$ cat src/rtl/hamming_tx_if.sv
// Handshake and serial-output bundle for the Hamming(15,11) transmit serializer.
// The producer side uses master, the serializer uses slave.
interface hamming_tx_if;
    logic [10:0] din;
    logic        din_valid;
    logic        din_ready;
    logic [14:0] codeword;
    logic        serial_out;
    logic        serial_valid;
    logic        frame_start;
    logic        done;

    modport master (
        output din,
        output din_valid,
        input  din_ready,
        input  codeword,
        input  serial_out,
        input  serial_valid,
        input  frame_start,
        input  done
    );

    modport slave (
        input  din,
        input  din_valid,
        output din_ready,
        output codeword,
        output serial_out,
        output serial_valid,
        output frame_start,
        output done
    );
endinterface

$ cat src/rtl/hamming_tx_serializer.sv
// Hamming(15,11) encoder feeding an LSB-first serializer with a programmable bit period.
// Parity sits at codeword indices 0/1/3/7; every output is a flop driven from next-state logic.
module hamming_tx_serializer #(
    parameter int unsigned CLKS_PER_BIT = 1
) (
    input  logic       clk,
    input  logic       rst_n,
    hamming_tx_if.slave bus
);

    typedef enum logic [1:0] {
        ST_IDLE  = 2'd0,
        ST_SHIFT = 2'd1,
        ST_DONE  = 2'd2
    } state_e;

    localparam logic [7:0] CNT_LAST = 8'(CLKS_PER_BIT - 1);
    localparam logic [3:0] LAST_BIT = 4'd14;

    function automatic logic [14:0] hamming_encode(input logic [10:0] d);
        logic [14:0] c;
        c        = 15'd0;
        c[2]     = d[0];
        c[4]     = d[1];
        c[5]     = d[2];
        c[6]     = d[3];
        c[14:8]  = d[10:4];
        c[0]     = ^{c[2], c[4], c[6], c[8], c[10], c[12], c[14]};
        c[1]     = ^{c[2], c[5], c[6], c[9], c[10], c[13], c[14]};
        c[3]     = ^{c[4], c[5], c[6], c[11], c[12], c[13], c[14]};
        c[7]     = ^{c[8], c[9], c[10], c[11], c[12], c[13], c[14]};
        return c;
    endfunction

    state_e      state_q,        state_d;
    logic [14:0] shift_reg_q,    shift_reg_d;
    logic [14:0] codeword_q,     codeword_d;
    logic [3:0]  bit_idx_q,      bit_idx_d;
    logic [7:0]  cnt_q,          cnt_d;
    logic        din_ready_q,    din_ready_d;
    logic        serial_out_q,   serial_out_d;
    logic        serial_valid_q, serial_valid_d;
    logic        frame_start_q,  frame_start_d;
    logic        done_q,         done_d;
    logic [14:0] enc_s;

    assign enc_s = hamming_encode(bus.din);

    // Next-state and next-output decode; outputs describe the cycle after this edge.
    always_comb begin
        state_d        = state_q;
        shift_reg_d    = shift_reg_q;
        codeword_d     = codeword_q;
        bit_idx_d      = bit_idx_q;
        cnt_d          = cnt_q;
        din_ready_d    = 1'b0;
        serial_out_d   = 1'b0;
        serial_valid_d = 1'b0;
        frame_start_d  = 1'b0;
        done_d         = 1'b0;
        case (state_q)
            ST_IDLE: begin
                if (bus.din_valid) begin
                    state_d        = ST_SHIFT;
                    shift_reg_d    = enc_s;
                    codeword_d     = enc_s;
                    bit_idx_d      = 4'd0;
                    cnt_d          = 8'd0;
                    serial_out_d   = enc_s[0];
                    serial_valid_d = 1'b1;
                    frame_start_d  = 1'b1;
                end else begin
                    din_ready_d    = 1'b1;
                end
            end
            ST_SHIFT: begin
                if (cnt_q == CNT_LAST) begin
                    cnt_d = 8'd0;
                    if (bit_idx_q == LAST_BIT) begin
                        state_d = ST_DONE;
                        done_d  = 1'b1;
                    end else begin
                        bit_idx_d      = bit_idx_q + 4'd1;
                        serial_out_d   = shift_reg_q[bit_idx_q + 4'd1];
                        serial_valid_d = 1'b1;
                    end
                end else begin
                    cnt_d          = cnt_q + 8'd1;
                    serial_out_d   = shift_reg_q[bit_idx_q];
                    serial_valid_d = 1'b1;
                    frame_start_d  = (bit_idx_q == 4'd0);
                end
            end
            ST_DONE: begin
                state_d     = ST_IDLE;
                bit_idx_d   = 4'd0;
                din_ready_d = 1'b1;
            end
            default: begin
                state_d     = ST_IDLE;
                bit_idx_d   = 4'd0;
                cnt_d       = 8'd0;
                din_ready_d = 1'b1;
            end
        endcase
    end

    // State and output registers; reset discards any partial frame without a done pulse.
    always_ff @(posedge clk) begin
        if (!rst_n) begin
            state_q        <= ST_IDLE;
            shift_reg_q    <= 15'd0;
            codeword_q     <= 15'd0;
            bit_idx_q      <= 4'd0;
            cnt_q          <= 8'd0;
            din_ready_q    <= 1'b1;
            serial_out_q   <= 1'b0;
            serial_valid_q <= 1'b0;
            frame_start_q  <= 1'b0;
            done_q         <= 1'b0;
        end else begin
            state_q        <= state_d;
            shift_reg_q    <= shift_reg_d;
            codeword_q     <= codeword_d;
            bit_idx_q      <= bit_idx_d;
            cnt_q          <= cnt_d;
            din_ready_q    <= din_ready_d;
            serial_out_q   <= serial_out_d;
            serial_valid_q <= serial_valid_d;
            frame_start_q  <= frame_start_d;
            done_q         <= done_d;
        end
    end

    assign bus.din_ready    = din_ready_q;
    assign bus.codeword     = codeword_q;
    assign bus.serial_out   = serial_out_q;
    assign bus.serial_valid = serial_valid_q;
    assign bus.frame_start  = frame_start_q;
    assign bus.done         = done_q;

endmodule

$ cat src/flat_wrapper.sv
// flat-port wrapper written by rule: the top's interface ports become plain ports
module hamming_tx_serializer_flat 
#(
    parameter int unsigned CLKS_PER_BIT = 1
)
  (clk, rst_n, bus_din, bus_din_valid, bus_din_ready, bus_codeword, bus_serial_out, bus_serial_valid, bus_frame_start, bus_done);
  hamming_tx_if bus_i ();
  input  logic clk;
  input  logic rst_n;
  input wire logic [$bits(bus_i.din)-1:0] bus_din;
  input wire logic [$bits(bus_i.din_valid)-1:0] bus_din_valid;
  output wire logic [$bits(bus_i.din_ready)-1:0] bus_din_ready;
  output wire logic [$bits(bus_i.codeword)-1:0] bus_codeword;
  output wire logic [$bits(bus_i.serial_out)-1:0] bus_serial_out;
  output wire logic [$bits(bus_i.serial_valid)-1:0] bus_serial_valid;
  output wire logic [$bits(bus_i.frame_start)-1:0] bus_frame_start;
  output wire logic [$bits(bus_i.done)-1:0] bus_done;
  assign bus_i.din = bus_din;
  assign bus_i.din_valid = bus_din_valid;
  assign bus_din_ready = bus_i.din_ready;
  assign bus_codeword = bus_i.codeword;
  assign bus_serial_out = bus_i.serial_out;
  assign bus_serial_valid = bus_i.serial_valid;
  assign bus_frame_start = bus_i.frame_start;
  assign bus_done = bus_i.done;
  hamming_tx_serializer #(.CLKS_PER_BIT(CLKS_PER_BIT)) u_core (.clk(clk), .rst_n(rst_n), .bus(bus_i));
endmodule
$ cat config.mk
export PLATFORM = sky130hd
export DESIGN_NAME = hamming_tx_serializer_flat
export DESIGN_NICKNAME = d
export VERILOG_FILES = /design/src/rtl/hamming_tx_if.sv /design/src/rtl/hamming_tx_serializer.sv /design/src/flat_wrapper.sv
export SDC_FILE = /design/constraint.sdc
export NUM_CORES = 1
export LEC_CHECK = 0
export ABC_AREA = 1
export BUFFER_PORTS_ARGS = -buffer_cell sky130_fd_sc_hd__buf_2
export CORE_ASPECT_RATIO = 0.75
export CORE_MARGIN = 2
export CORE_UTILIZATION = 55
export CTS_BUF_LIST = sky130_fd_sc_hd__clkbuf_8
export CTS_CLUSTER_DIAMETER = 200
export DETAILED_ROUTE_END_ITERATION = 10
export HOLD_SLACK_MARGIN = 0.03
export PLACE_DENSITY_LB_ADDON = 0.08
export REMOVE_ABC_BUFFERS = 1
export SYNTH_ARGS = -nofsm -noshare
export SYNTH_HDL_FRONTEND = slang
export SYNTH_SLANG_ARGS = --single-unit
$ cat constraint.sdc
create_clock -name clk -period 2.17 [get_ports clk]
set_clock_uncertainty 0.2 [all_clocks]
set_input_delay 0.217 -clock clk [delete_from_list [all_inputs] [get_ports clk]]
set_output_delay 0.217 -clock clk [all_outputs]
set_load 0.02 [all_outputs]
==> metrics.md <==
| Metric | Value |
|---|---|
| Status | `completed` |
| H-tree level count | `2` |
| Buffers from clock root to sink, at most | `2` |
| Synth Cell Area | `2047 sq um` |
| Effective utilization at floorplan | `0.5665` |
| Area growth, synth to finish | `16.63%` |
| Hold Path Origin | `bus_din[7]` |
| Vias in the first global route | `1674` |
| Port Buffers | `33` |
| Commonest cells after routing, fill and taps aside | `42 x nand2_1, 34 x inv_1, 34 x dfxtp_1` |
| Crit end category | `register` |
| Layout cell share with drive strength beyond 1 | `0.2336` |
| Vias per Instance | `5.252` |
| Post-layout net count | `339` |
| YS warnings | `0` |
| CTS Root Cell | `clkbuf_8` |
| Worst Hold End | `u_core.shift_reg_q[11]` |
| Reg2reg end | `u_core.bus.serial_out` |
| Worst R2R Start | `u_core.bit_idx_q[0]` |
| Critical Path AT | `1.94 ns` |
| Worst setup SP type | `register` |
| Power per Cell Area | `663.1 nW/um^2` |
| Layout Utilization | `0.6607` |
| Min-delay worst type | `in -> reg` |
| Hold-fix buffers, CTS | `5` |
| F_max | `523.3 MHz` |
| Die Height | `56.83 um` |
| Max cap viols | `0` |
| Pins Over Slew Limit | `0` |
| Num rows | `19` |
| Flop pwr share | `0.433` |
| Synth Instances | `279` |
| Chip width | `74.45 um` |
| CTS tree | `yes` |
| Reg2Reg Setup Slack | `0.26 ns` |
| Commonest non-fill, non-tap cell in the layout | `nand2_1` |
| Clock share of power | `0.315` |
| Iter 0 DRT Violations | `175` |
| Multi-input gate area | `1146 sq um` |
| Fillcell total | `318` |
| Sequential area share after synthesis | `0.3325` |
| Post-CTS Setup Inserts | `0` |
| Hold depth | `3` |
| Sw frac | `0.3291` |
| NetSw | `520.9 uW` |
| Crit-path max FO | `5` |
| Clock-pin slew on the worst setup and hold paths | `0.07 ns` |
| Final Critical Period | `1.911 ns` |
| Largest net degree at the start of global routing | `27` |
| Core area | `3613 sq um` |
| Via count | `1959` |
| Final Hold Fails | `0` |
| IO Count | `34` |
| Logic depth of the worst register-to-register path | `11` |
| Final RePlAce weighted congestion | `0.9238` |
| First-pass GRT wire length | `8.079 mm` |
| Peak supply drop | `0.0005046 V` |
| FF+latch area | `680.7 sq um` |
| Least-Margin Pin Slew | `0.5162 ns` |
| Gate power share | `0.252` |
| Worst rel slew slack | `0.6555` |
| Resized cells post-CTS | `0` |
| Total Wirelength | `4.923 mm` |
| Netlist cell types | `29` |
| Die area | `4231 sq um` |
| CTS Buf Count | `5` |
| Average wire per standard cell | `13.20 um` |
| Detail Route Antenna Nets | `0` |
| Diode count | `0` |
| Total gr overflow | `0` |
| Final period utilization | `0.8806` |
| CP Class | `reg -> reg` |
| DRC | `0` |
| DPL Wire Length | `3.567 mm` |
| Internal power | `1.062 mW` |
| Total GRT Usage | `0.2543` |
| RSZ-0062 raised after global routing | `no` |
| Critical Path RT | `2.20 ns` |
| Final Setup Violations | `0` |
| 1st-pass router iterations | `5` |
| Clk Latency, worst-skew pair | `0.29 ns` |
| Lkg Pwr | `1.085 nW` |
| Setup TNS | `0 ns` |
| Avg Inst Size Synth | `7.337 sq um` |
| Initial antenna violation count | `0` |
| Synthesized flop and latch total | `34` |
| Clk sinks | `34` |
-- final cells by class --
cell class / count / share of cell area
multi-input combinational: 197 / 0.4801
sequential: 34 / 0.2851
timing repair buffer: 42 / 0.1027
inverter: 40 / 0.06499
clock buffer: 6 / 0.03459
tap: 52 / 0.02725
clock inverter: 2 / 0.005241
-- through the flow --
step | setup WS, ns | area, sq um | hold slack, ns | std cells | power (mW)
after floorplan | 0.1349 | 1982 | 0.1440 | 271 | 0.9657
after global placement | 0.4176 | 2242 | 0.2827 | 360 | 1.082
after detailed placement | 0.3184 | 2242 | 0.2867 | 360 | 1.082
after CTS | 0.2655 | 2387 | 0.03427 | 373 | 1.589
after global routing | 0.1254 | 2387 | 0.06494 | 373 | 1.663
final | 0.2591 | 2387 | 0.03419 | 373 | 1.583
-- registers in the layout, summed over array words and instances (netlist names) --
signal	cells
u_core.bus.serial_out	1
u_core.cnt_q	8
u_core.bit_idx_q	4
u_core.state_q	2
u_core.shift_reg_q	15
u_core.bus.frame_start	1
u_core.bus.serial_valid	1
u_core.bus.din_ready	1
u_core.bus.done	1
-- worst max-delay path by stage --
stage                                   start                    end  depth (start not counted)
final                     u_core.bit_idx_q[0]  u_core.bus.serial_out                         11
after detailed placement  u_core.bit_idx_q[0]  u_core.bus.serial_out                         11
after floorplan           u_core.bit_idx_q[0]  u_core.bus.serial_out                         11
after global routing      u_core.bit_idx_q[0]  u_core.bus.serial_out                         11
after global placement    u_core.bit_idx_q[0]  u_core.bus.serial_out                         11
after CTS                 u_core.bit_idx_q[0]  u_core.bus.serial_out                         11
-- critical path: stages, from the launching register on --
cell and delay (ns):
dfxtp_1 0.45, inv_6 0.04, ha_1 0.36, inv_1 0.17
nand3_1 0.11, nand3_1 0.08, nand3_1 0.08, nand2_1 0.08
nand2_1 0.04, nand2_1 0.05, nand2_1 0.07, a21oi_2 0.12
-- kinds of logic (layout without fill, tap and decap cells) --
family          Yosys count  count (layout)  share of synthesized area
simple gates            113             113                     0.2775
compound gates           57              57                     0.1504
buf+inv                  48              90                     0.1076
flops                    34              34                     0.3325
xor+xnor                 22              22                     0.1015
fa+ha+maj                 5               5                    0.03056
-- metal layers --
metal  up-vias  routed length, um  global-route usage
li1        986                  -                   -
met4         0                 55             0.06888
met1       875               2399              0.3901
met5         -                  0                   0
met3         7                426             0.06822
met2        91               2043              0.3451
-- synth_stat cells, drive strengths merged --
cell	count	area share
nand2	49	0.10
inv	40	0.076
dfxtp	34	0.33
a21oi	33	0.084
nand3	28	0.082
nor2	24	0.056
o21ai	22	0.054
xnor2	13	0.063
nor3	9	0.022
xor2	9	0.039
buf	6	0.028
ha	5	0.031
nand4	3	0.017
a211oi	2	0.012
clkbuf	2	0.0037
-- power by group through the flow --
| stage | Clock (mW) | Sequential, mW | Combinational (mW) |
|---|---|---|---|
| 2_1_floorplan | 0 | 0.744 | 0.222 |
| 3_3_place_gp | 0 | 0.700 | 0.382 |
| 3_5_place_dp | 0 | 0.700 | 0.382 |
| 4_1_cts | 0.510 | 0.686 | 0.393 |
| 5_1_grt | 0.531 | 0.691 | 0.441 |
| 6_report | 0.498 | 0.686 | 0.399 |
Note: power is estimated with default switching activity, not from simulation.
